[src/rtl/esm_pkg.sv]
// Shared types and default sizes for the ESM stream transactor.
package esm_pkg;

  localparam int ESM_ADC_WIDTH      = 16;
  localparam int ESM_AXI_DATA_WIDTH = 32;
  localparam int ESM_MAX_WORDS      = 16;

  // One ADC I/Q sample as carried through the sample strobe lane.
  typedef struct packed {
    logic signed [ESM_ADC_WIDTH-1:0] data_i;
    logic signed [ESM_ADC_WIDTH-1:0] data_q;
  } adc_transaction_t;

  typedef enum logic {
    TX_IDLE = 1'b0,
    TX_SEND = 1'b1
  } tx_state_e;

endpackage

[src/rtl/esm_xactor_word_ram.sv]
// Simple dual-port word RAM: synchronous write, synchronous read (read-old on collision).
module esm_xactor_word_ram
  import esm_pkg::*;
#(
  parameter int DEPTH = ESM_MAX_WORDS,
  parameter int WIDTH = ESM_AXI_DATA_WIDTH,
  localparam int AW   = $clog2(DEPTH)
) (
  input  logic             Clk,
  input  logic             Resetn,
  input  logic             wr_en,
  input  logic [AW-1:0]    wr_addr,
  input  logic [WIDTH-1:0] wr_data,
  input  logic [AW-1:0]    rd_addr,
  output logic [WIDTH-1:0] rd_data
);

  logic [WIDTH-1:0] mem [DEPTH];

  // Write port; array contents are not reset.
  always_ff @(posedge Clk) begin
    if (wr_en) mem[wr_addr] <= wr_data;
  end

  // Registered read port; the output register alone is cleared so outputs start at 0.
  always_ff @(posedge Clk) begin
    if (!Resetn) rd_data <= '0;
    else         rd_data <= mem[rd_addr];
  end

endmodule

[src/rtl/esm_stream_xactor.sv]
// ESM stream transactor: ADC strobe driver, AXIS packet master (TX) and AXIS packet slave (RX).
module esm_stream_xactor
  import esm_pkg::*;
#(
  parameter int ADC_WIDTH      = ESM_ADC_WIDTH,
  parameter int AXI_DATA_WIDTH = ESM_AXI_DATA_WIDTH,
  parameter int MAX_WORDS      = ESM_MAX_WORDS,
  localparam int AW            = $clog2(MAX_WORDS),
  localparam int PW            = AW + 1
) (
  input  logic                        Clk,
  input  logic                        Resetn,
  input  logic                        Adc_req_valid,
  input  logic signed [ADC_WIDTH-1:0] Adc_req_i,
  input  logic signed [ADC_WIDTH-1:0] Adc_req_q,
  output logic                        Adc_valid,
  output logic signed [ADC_WIDTH-1:0] Adc_data_i,
  output logic signed [ADC_WIDTH-1:0] Adc_data_q,
  input  logic                        Tx_wr_en,
  input  logic [AXI_DATA_WIDTH-1:0]   Tx_wr_data,
  input  logic                        Tx_start,
  output logic                        Tx_busy,
  output logic                        Tx_done,
  output logic                        M_axis_valid,
  output logic [AXI_DATA_WIDTH-1:0]   M_axis_data,
  output logic                        M_axis_last,
  input  logic                        M_axis_ready,
  input  logic                        S_axis_valid,
  input  logic [AXI_DATA_WIDTH-1:0]   S_axis_data,
  input  logic                        S_axis_last,
  output logic                        S_axis_ready,
  input  logic                        Rx_ready_en,
  input  logic [AW-1:0]               Rx_rd_addr,
  output logic [AXI_DATA_WIDTH-1:0]   Rx_rd_data,
  output logic                        Rx_done,
  output logic [PW-1:0]               Rx_len,
  output logic                        Rx_overflow
);

  localparam logic [PW-1:0] FULL = PW'(MAX_WORDS);

  // Packet length after one more beat, clamped to the buffer depth.
  function automatic logic [PW-1:0] sat_len(input logic [PW-1:0] cnt);
    if (cnt == FULL) return cnt;
    return cnt + 1'b1;
  endfunction

  // ---------------- ADC lane ----------------
  adc_transaction_t adc_p1;
  logic             vld_p1;

  // One-cycle sample register; data is forced to zero whenever no sample is requested.
  always_ff @(posedge Clk) begin
    if (!Resetn) begin
      vld_p1 <= 1'b0;
      adc_p1 <= '0;
    end else begin
      vld_p1 <= Adc_req_valid;
      if (Adc_req_valid) begin
        adc_p1.data_i <= Adc_req_i;
        adc_p1.data_q <= Adc_req_q;
      end else begin
        adc_p1 <= '0;
      end
    end
  end

  assign Adc_valid  = vld_p1;
  assign Adc_data_i = adc_p1.data_i;
  assign Adc_data_q = adc_p1.data_q;

  // ---------------- TX lane ----------------
  tx_state_e                 tx_state, tx_state_nxt;
  logic [PW-1:0]             wr_ptr, tx_idx, tx_idx_nxt;
  logic                      tx_done_r, tx_last_beat, tx_wr_accept;
  logic                      m_valid, m_last;
  logic [AXI_DATA_WIDTH-1:0] tx_rd_data;

  assign tx_wr_accept = Tx_wr_en && (tx_state == TX_IDLE) && (wr_ptr != FULL);

  // TX state register.
  always_ff @(posedge Clk) begin
    if (!Resetn) tx_state <= TX_IDLE;
    else         tx_state <= tx_state_nxt;
  end

  // Next state, beat index and AXIS master outputs; the RAM reads at the next index so data lines up.
  always_comb begin
    tx_state_nxt = tx_state;
    tx_idx_nxt   = tx_idx;
    m_valid      = 1'b0;
    m_last       = 1'b0;
    tx_last_beat = 1'b0;
    case (tx_state)
      TX_IDLE: begin
        tx_idx_nxt = '0;
        if (Tx_start && (wr_ptr != '0)) tx_state_nxt = TX_SEND;
      end
      TX_SEND: begin
        m_valid = 1'b1;
        m_last  = (tx_idx == wr_ptr - 1'b1);
        if (M_axis_ready) begin
          if (m_last) begin
            tx_last_beat = 1'b1;
            tx_state_nxt = TX_IDLE;
            tx_idx_nxt   = '0;
          end else begin
            tx_idx_nxt = tx_idx + 1'b1;
          end
        end
      end
      default: tx_state_nxt = TX_IDLE;
    endcase
  end

  // Write pointer, beat index and done pulse; completing a packet empties the buffer.
  always_ff @(posedge Clk) begin
    if (!Resetn) begin
      wr_ptr    <= '0;
      tx_idx    <= '0;
      tx_done_r <= 1'b0;
    end else begin
      tx_idx    <= tx_idx_nxt;
      tx_done_r <= tx_last_beat;
      if (tx_last_beat)      wr_ptr <= '0;
      else if (tx_wr_accept) wr_ptr <= wr_ptr + 1'b1;
    end
  end

  esm_xactor_word_ram #(.DEPTH(MAX_WORDS), .WIDTH(AXI_DATA_WIDTH)) u_tx_ram (
    .Clk     (Clk),
    .Resetn  (Resetn),
    .wr_en   (tx_wr_accept),
    .wr_addr (wr_ptr[AW-1:0]),
    .wr_data (Tx_wr_data),
    .rd_addr (tx_idx_nxt[AW-1:0]),
    .rd_data (tx_rd_data)
  );

  assign Tx_busy      = (tx_state == TX_SEND);
  assign Tx_done      = tx_done_r;
  assign M_axis_valid = m_valid;
  assign M_axis_last  = m_last;
  assign M_axis_data  = m_valid ? tx_rd_data : '0;

  // ---------------- RX lane ----------------
  logic [PW-1:0] rx_cnt, rx_len_r;
  logic          rx_ovf_flag, rx_done_r, rx_ovf_r;
  logic          rx_accept, rx_full, rx_wr;

  assign S_axis_ready = Rx_ready_en;
  assign rx_accept    = S_axis_valid && Rx_ready_en;
  assign rx_full      = (rx_cnt == FULL);
  assign rx_wr        = rx_accept && !rx_full;

  // Beat counter, overflow tracking and per-packet completion report.
  always_ff @(posedge Clk) begin
    if (!Resetn) begin
      rx_cnt      <= '0;
      rx_ovf_flag <= 1'b0;
      rx_done_r   <= 1'b0;
      rx_len_r    <= '0;
      rx_ovf_r    <= 1'b0;
    end else begin
      rx_done_r <= rx_accept && S_axis_last;
      if (rx_accept) begin
        if (S_axis_last) begin
          rx_len_r    <= sat_len(rx_cnt);
          rx_ovf_r    <= rx_ovf_flag | rx_full;
          rx_cnt      <= '0;
          rx_ovf_flag <= 1'b0;
        end else if (!rx_full) begin
          rx_cnt <= rx_cnt + 1'b1;
        end else begin
          rx_ovf_flag <= 1'b1;
        end
      end
    end
  end

  esm_xactor_word_ram #(.DEPTH(MAX_WORDS), .WIDTH(AXI_DATA_WIDTH)) u_rx_ram (
    .Clk     (Clk),
    .Resetn  (Resetn),
    .wr_en   (rx_wr),
    .wr_addr (rx_cnt[AW-1:0]),
    .wr_data (S_axis_data),
    .rd_addr (Rx_rd_addr),
    .rd_data (Rx_rd_data)
  );

  assign Rx_done     = rx_done_r;
  assign Rx_len      = rx_len_r;
  assign Rx_overflow = rx_ovf_r;

endmodule

[config.mk]
export PLATFORM = sky130hd
export DESIGN_NAME = esm_stream_xactor
export DESIGN_NICKNAME = d
export VERILOG_FILES = /design/src/rtl/esm_pkg.sv /design/src/rtl/esm_xactor_word_ram.sv /design/src/rtl/esm_stream_xactor.sv
export SDC_FILE = /design/constraint.sdc
export NUM_CORES = 1
export LEC_CHECK = 0
export BUFFER_PORTS_ARGS = -buffer_cell sky130_fd_sc_hd__buf_2
export CAP_MARGIN = 20
export CORE_MARGIN = 1
export CORE_UTILIZATION = 42
export CTS_BUF_LIST = sky130_fd_sc_hd__clkbuf_16
export DETAILED_ROUTE_END_ITERATION = 10
export GPL_TIMING_DRIVEN = 0
export SYNTH_ARGS = -nofsm -noshare
export SYNTH_HDL_FRONTEND = slang
export SYNTH_HIERARCHICAL = 1
export SYNTH_SLANG_ARGS = --single-unit
[constraint.sdc]
create_clock -name Clk -period 9.4 [get_ports Clk]
set_clock_uncertainty 0.05 [all_clocks]
set_input_delay 0.47 -clock Clk [delete_from_list [all_inputs] [get_ports Clk]]
set_output_delay 0.47 -clock Clk [all_outputs]
set_load 0.1 [all_outputs]
# Word level (Yosys, flattened, before mapping)
# Memory sizes are Yosys's and may differ from the RTL's. A register that Yosys moved wholly into a read port is not among the register bits.
# Index checks and enable logic that the tools add are counted.
# W data, S select, Z words.
dict set report op_classes {
  muxes 27
  reduce_logical 16
  n_eq_ne 5
  n_addsub 4
  n_bitwise 3
}
# op n
set op_table {}
lappend op_table {{$mux W32} 1}
lappend op_table {{$mux W5} 6}
lappend op_table {{$mux W1} 18}
lappend op_table {{$add A5 B1 Y5 const B} 3}
lappend op_table {{$pmux W5 S2} 1}
lappend op_table {{$reduce_and A2 Y1} 4}
lappend op_table {{$logic_and A1 B1 Y1} 6}
lappend op_table {{$eq A5 B5 Y1} 1}
lappend op_table {{$eq A5 B5 Y1 const B} 1}
lappend op_table {{$ne A5 B5 Y1 const B} 1}
lappend op_table {{$reduce_bool A5 Y1} 1}
lappend op_table {{$sub A5 B1 Y5 const B} 1}
lappend op_table {{$ne A2 B2 Y1 const B} 2}
lappend op_table {{$logic_not A1 Y1} 3}
lappend op_table {{$not A1 Y1} 2}
lappend op_table {{$pmux W1 S2} 1}
lappend op_table {{$reduce_bool A2 Y1} 1}
lappend op_table {{$reduce_or A2 Y1} 1}
lappend op_table {{$or A1 B1 Y1} 1}
dict set report word_totals {
  mem_count 2
  reg_bits 58
  word_cells 70
  mem_bits_rw 1024
}
# memory depth word_bits rd rd_ports_with_merged_regs wr line_no
set memory_table {}
lappend memory_table {u_rx_ram.mem 16 32 1 1 1 esm_xactor_word_ram.sv:18} ;# logic [WIDTH-1:0] mem [DEPTH];
lappend memory_table {u_tx_ram.mem 16 32 1 1 1 esm_xactor_word_ram.sv:18}

# Longest topological paths before layout
dict set report logic_depth {
  depth_word 6
  mapped_depth 15
  ltp_nobuf 11
}

# Cells and area by module
# Netlist, hierarchy kept.
# module area_per_inst_um2 seq_area_each_um2 instances cells_per_inst
set modules_own_cells {}
lappend modules_own_cells {{esm_xactor_word_ram at u_tx_ram} 20563.5 16015.4 1 1095}
lappend modules_own_cells {{esm_xactor_word_ram at u_rx_ram} 20534.7 16015.4 1 1079}
lappend modules_own_cells {esm_stream_xactor 2447.3 1161.1 1 261}

# Worst setup path after synthesis
# OpenSTA, ideal clock, no wires.
dict set report synth_timing {
  path_kind {reg-to-reg}
  startpoint {register tx_state, in the netlist Tx_busy}
  endpoint {memory u_tx_ram/mem[0][0] (netlist name) (enable)}
  setup_ps 461
  slack_ps 4812
  path_stages_with_launch 6
  period_less_slack_ps 4588
  arrival_time_ps 4077
  cell_sequence {dfxtp_1 buf_4 nand2b_1 a21oi_2 or3b_2 nor3_1}
}
dict set report synth_between {
  elab_chain_len 5
}
# item line_no
set synth_lines {}
lappend synth_lines {{from (decl)} esm_stream_xactor.sv:73} ;# tx_state_e tx_state, tx_state_nxt;
lappend synth_lines {{from (signal assigned)} esm_stream_xactor.sv:84} ;# else tx_state <= tx_state_nxt;
lappend synth_lines {{$not A1 Y1} --}
lappend synth_lines {{$logic_and A1 B1 Y1 (2 in series)} esm_stream_xactor.sv:79} ;# assign tx_wr_accept = Tx_wr_en && (tx_state == TX_IDLE) && (wr_ptr != FULL);
lappend synth_lines {{via tx_wr_accept} esm_stream_xactor.sv:75} ;# logic tx_done_r, tx_last_beat, tx_wr_accept;
lappend synth_lines {{$mux W1} esm_xactor_word_ram.sv:22} ;# if (wr_en) mem[wr_addr] <= wr_data;
lappend synth_lines {{$mux W1 (implied by the code)} esm_xactor_word_ram.sv:22}
lappend synth_lines {{to (decl)} esm_xactor_word_ram.sv:18}
# The timed path passes the listed nets, and every way through them passes these cells.

# Worst setup path after layout
dict set report layout_timing {
  startpoint {register wr_ptr[0]}
  endpoint {register u_tx_ram.rd_data[30] (read register of u_tx_ram.mem)}
}
dict set report layout_between {
  elab_chain_len 5
}
# item line_no
set layout_lines {}
lappend layout_lines {{from (decl)} esm_stream_xactor.sv:74} ;# logic [PW-1:0] wr_ptr, tx_idx, tx_idx_nxt;
lappend layout_lines {{from (signal assigned)} esm_stream_xactor.sv:126} ;# else if (tx_wr_accept) wr_ptr <= wr_ptr + 1'b1;
lappend layout_lines {{$sub A5 B1 Y5} esm_stream_xactor.sv:101} ;# m_last = (tx_idx == wr_ptr - 1'b1);
lappend layout_lines {{$eq A5 B5 Y1} esm_stream_xactor.sv:101}
lappend layout_lines {{$mux W5} esm_stream_xactor.sv:103} ;# if (m_last) begin
lappend layout_lines {{$mux W5} esm_stream_xactor.sv:102} ;# if (M_axis_ready) begin
lappend layout_lines {{$pmux W5 S2} esm_stream_xactor.sv:94} ;# case (tx_state)
lappend layout_lines {{via tx_idx_nxt[1]} esm_stream_xactor.sv:74}
lappend layout_lines {{to (decl)} esm_xactor_word_ram.sv:15} ;# output logic [WIDTH-1:0] rd_data
# The timed path passes the listed nets, and every way through them passes these cells. The select of a mux whose other input is x is not followed.
# A chain may end at the register's enable or synchronous reset.

==> results.md <==
Timing:
- The transition time at the pin with the least slew margin is 1.062 ns.
- Static timing analysis puts the maximum clock frequency at 0.2368 GHz.
- Across all hold checks on the routed design, the worst slack comes to 0.06078 ns.
- After layout, the worst path uses 44.93% of the clock period.
- The setup slack after layout is 5.176 ns.
- Headroom to the max-slew limit came out at 29.18%.
- The count of final max-slew check failures was 0.
- Setup repair after global routing left no endpoint under its margin.
- The total setup violations reported at the end of the flow is 0.
- The final total negative setup slack is 0 ns.
- The final-report hold violation count came to 0.
- The smallest clock period supported by the final layout is computed as 4.224 ns.

Die:
- The initial core utilization is 42.56%.
- The die area is 105000 sq um.
- The vertical die dimension is 324.0 microns.
- For this design the top-level I/O count stands at 218.
- After floorplanning, the core was divided into 117 placement rows.
- From left edge to right edge, the die measures 324.0 microns.
- In this run the standard cell core region covers 102300 sq um.

Worst hold path:
- In this run the worst hold path is classified as in -> reg.
- The start point of the worst min-delay path is Adc_req_valid.
- The worst hold path depth is 2.

Cells and area:
- The multi-input combinational cells in the finished layout cover a total of 9522 sq um.
- After the last flow step, the layout net total stands at 2975.
- Cells with a size suffix above 1 make up 20.32% of the layout.
- The post-route non-filler standard cell count is 4332.
- The utilization after layout is 50.25%.
- From synthesis to final layout, the design area changed by 18.07%.
- In the layout the commonest cells are 1024 x sky130_fd_sc_hd__edfxtp_1, 453 x sky130_fd_sc_hd__mux2i_1, 246 x sky130_fd_sc_hd__buf_2.
- The sequential standard cell area is 33190 sq um.
- The most common library cell in the layout ignoring fill and taps is sky130_fd_sc_hd__edfxtp_1.
- The layout has 8337 filler cells.

Detailed routing:
- The ratio of routed vias to standard cells is 5.500.
- In this run, the number of DRC markers left after iteration 0 of detailed routing was 1931.
- The routed wire length per instance is 25.91 microns.
- For this block, the via count after detailed routing is 23827.
- In the routed design, unresolved DRC markers number 0.
- The detail route stage leaves a number of antenna-violating nets equal to 0.
- The routed design has 112200 microns of wire.
- The first detailed-routing pass took 5 iterations.

Placement:
- Buffers placed on the I/O ports in this run total 216.
- The estimated wirelength of the detail-placed design is 72300 microns.
- The congestion estimate from routability-driven global placement came to 0.7922.
- The post-placement cell count is 4077.
- Prior to clock tree synthesis, the placed netlist has a worst setup slack of 5.104 ns.

Clocking:
- The total CTS buffers is 115.
- The clock latency on the worst-skew pair is 0.70 ns.
- The deepest level of the CTS H-tree is 3.
- After clock tree synthesis, the clock-pin slew on the worst setup and hold paths is 0.06 ns.
- In this run the clock root is driven by a sky130_fd_sc_hd__clkbuf_16.
- The post-CTS resize count is 0.
- The clock sink count is 1146.
- The CTS tree is yes.
- Counting along the longest clock path gives a buffer depth of 3.

GRT:
- The pin count of the biggest net entering global routing is 24.
- The first-pass GRT wire length is 160000 microns.
- For this run the aggregate overflow at the end of global routing stands at 0.
- The global-route usage over all layers is 21.31%.
- The fraction of met3 tracks used by global routing is 4.458%.
- The met2 layer usage reported by global route is 37.37%.
- The initial antenna violation count came to 14.
- The global routing's busiest layer is met2.
- The met1 global-route usage is 25.88%.
- The number of global-route vias before repair is 24064.

Synthesis:
- The number of instances in the synthesized netlist is 2435.
- The post-synthesis async set-or-reset flop share is 0%.
- Synthesis produced a netlist with a net count of 2549.
- The Yosys step of the flow raised 6 warnings.
- The fraction of the yosys area taken by sequential cells is 76.22%.
- The number of unique standard cell types used by synthesis is 53.
- The summed instance area of the synthesized netlist is 43550 sq um.
- The number of synthesized flops with an enable pin is 1024.
- The number of storage elements in the synthesis netlist is 1146.
- The flip-flop cell with the highest count after synthesis is sky130_fd_sc_hd__edfxtp_1.
- After synthesis, the mean cell area works out to 17.88 sq um.

Setup path:
- The startpoint of the worst register-to-register path is wr_ptr[0]$_SDFFE_PP0P_.
- The longest individual stage delay on the worst path is 0.69 ns.
- The endpoint class of the critical path is a flop.
- The critical path class is reg -> reg.
- The signal on the critical path passes through inv_1 -> ha_1 -> nor3b_1 -> nand3_1 -> o31a_4 -> o211ai_1 -> a21oi_1 -> and2_1 -> clkbuf_1 -> clkbuf_1 -> a22oi_1 -> nand2_1 -> o21ai_0.
- The path depth of the worst reg2reg path is 13.
- The beginning of the critical path is wr_ptr[0]$_SDFFE_PP0P_.
- Data on the critical path is required at its endpoint by 9.85 ns.
- In this run the register-to-register setup slack is 5.18 ns.
- The standard cell with the maximum stage delay on the critical path is sky130_fd_sc_hd__dfxtp_1.
- Following the worst setup path forward leads to its endpoint at u_tx_ram/rd_data[30]$_SDFF_PN0_.
- The data arrival time of the critical path is 4.68 ns.
- STA classifies the critical path startpoint as a flop.
- The endpoint identified for the worst register-to-register timing path is u_tx_ram/rd_data[30]$_SDFF_PN0_.
- Of all nets on the critical path, the largest fanout is 13.
- The cell occurring most often along the worst timing path is sky130_fd_sc_hd__clkbuf_1.

Job:
- The number of max-cap violations is 0.

Run status:
- The run finished with clean final reports.

Power and ir drop:
- The largest voltage drop on the vdd net is 0.1448 mV.
- The power density over cell area is 209.9 nW/um^2.
- The reported leakage power is 17.88 nW.
Yosys cell counts (all sizes together), types with 17 or more instances:
library cell / n / area share, %
mux2i: 453 / 10
a221oi: 23 / 0.46
o21ai: 68 / 0.78
edfxtp: 1024 / 71
buf: 94 / 2.0
and3: 33 / 0.47
nand2: 108 / 0.93
mux4: 31 / 1.6
nor2: 41 / 0.39
clkbuf: 44 / 0.39
and2: 35 / 0.51
o22ai: 17 / 0.24
nand3: 35 / 0.41
a22oi: 196 / 3.4
nor3: 17 / 0.21
dfxtp: 122 / 5.6
through the flow:
step	total power [mW]	cell area, sq um
finish	10.79	51410
global route	11.12	51410
CTS	10.88	51410
detailed placement	6.558	47450
global placement	6.527	46340
floorplan	6.278	43550
sequential cells by signal, indices dropped and copies added, names as in the netlist, 16 cells and up:
name              flops
Adc_data_i           16
Adc_data_q           16
u_rx_ram/mem        512
u_rx_ram/rd_data     32
u_tx_ram/mem        512
u_tx_ram/rd_data     32
cell families after synthesis:
| group | share of synthesized area (%) |
|---|---|
| AO/OA/AOI/OAI | 5.502 |
| XOR/XNOR | 0.3017 |
| adder cells (fa/ha/maj) | 0.1437 |
| buffers and inverters | 2.416 |
| flip-flops | 76.22 |
| multiplexers | 12.02 |
| AND/OR/NAND/NOR | 3.388 |
layer usage:
metal,vias up,wire length [microns]
li1,10513,-
met1,12225,43490
met2,841,57690
met3,232,7274
met4,16,3672
met5,-,104
cell type report:
type,count,share of cell area [%]
Inverter,9,0.06571
Multi-Input combinational cell,1142,18.52
Timing Repair Buffer,309,4.517
Clock buffer,117,5.695
Buffer,138,1.981
Tap cell,1368,3.329
Antenna cell,2,0.009734
Clock inverter,101,1.326
Sequential cell,1146,64.56
power by group:
group          internal, mW  leakage [nW]  switching [mW]
sequential             5.62          10.2          0.0266
combinational         0.235          5.72           0.575
clock                  2.45          1.91            1.88
total                  8.31          17.9            2.48
how the worst min path moves through the flow:
stage	slack [ns]	to
after floorplan	0.41	Rx_overflow$_SDFFE_PN0P_
after global placement	0.40	Rx_len[0]$_SDFFE_PN0P_
after detailed placement	0.40	Rx_len[0]$_SDFFE_PN0P_
after CTS	0.003	Adc_data_q[8]$_SDFF_PN0_
after global routing	0.04	Adc_data_q[8]$_SDFF_PN0_
final	0.06	Adc_data_q[8]$_SDFF_PN0_
critical path: cells and delay by family (launching register included):
kind	cells	cell delay, ns
buffers and inverters	3	1.14
AND/OR/NAND/NOR	4	0.65
adder cells (fa/ha/maj)	1	0.25
AO/OA/AOI/OAI	5	1.24
flip-flops	1	0.69
what timing repair did:
action	in CTS	in global routing
hold buffers	35	0
buffers inserted	0	0
hold endpoints to repair	33	0
Power figures use the tool's default switching activity.
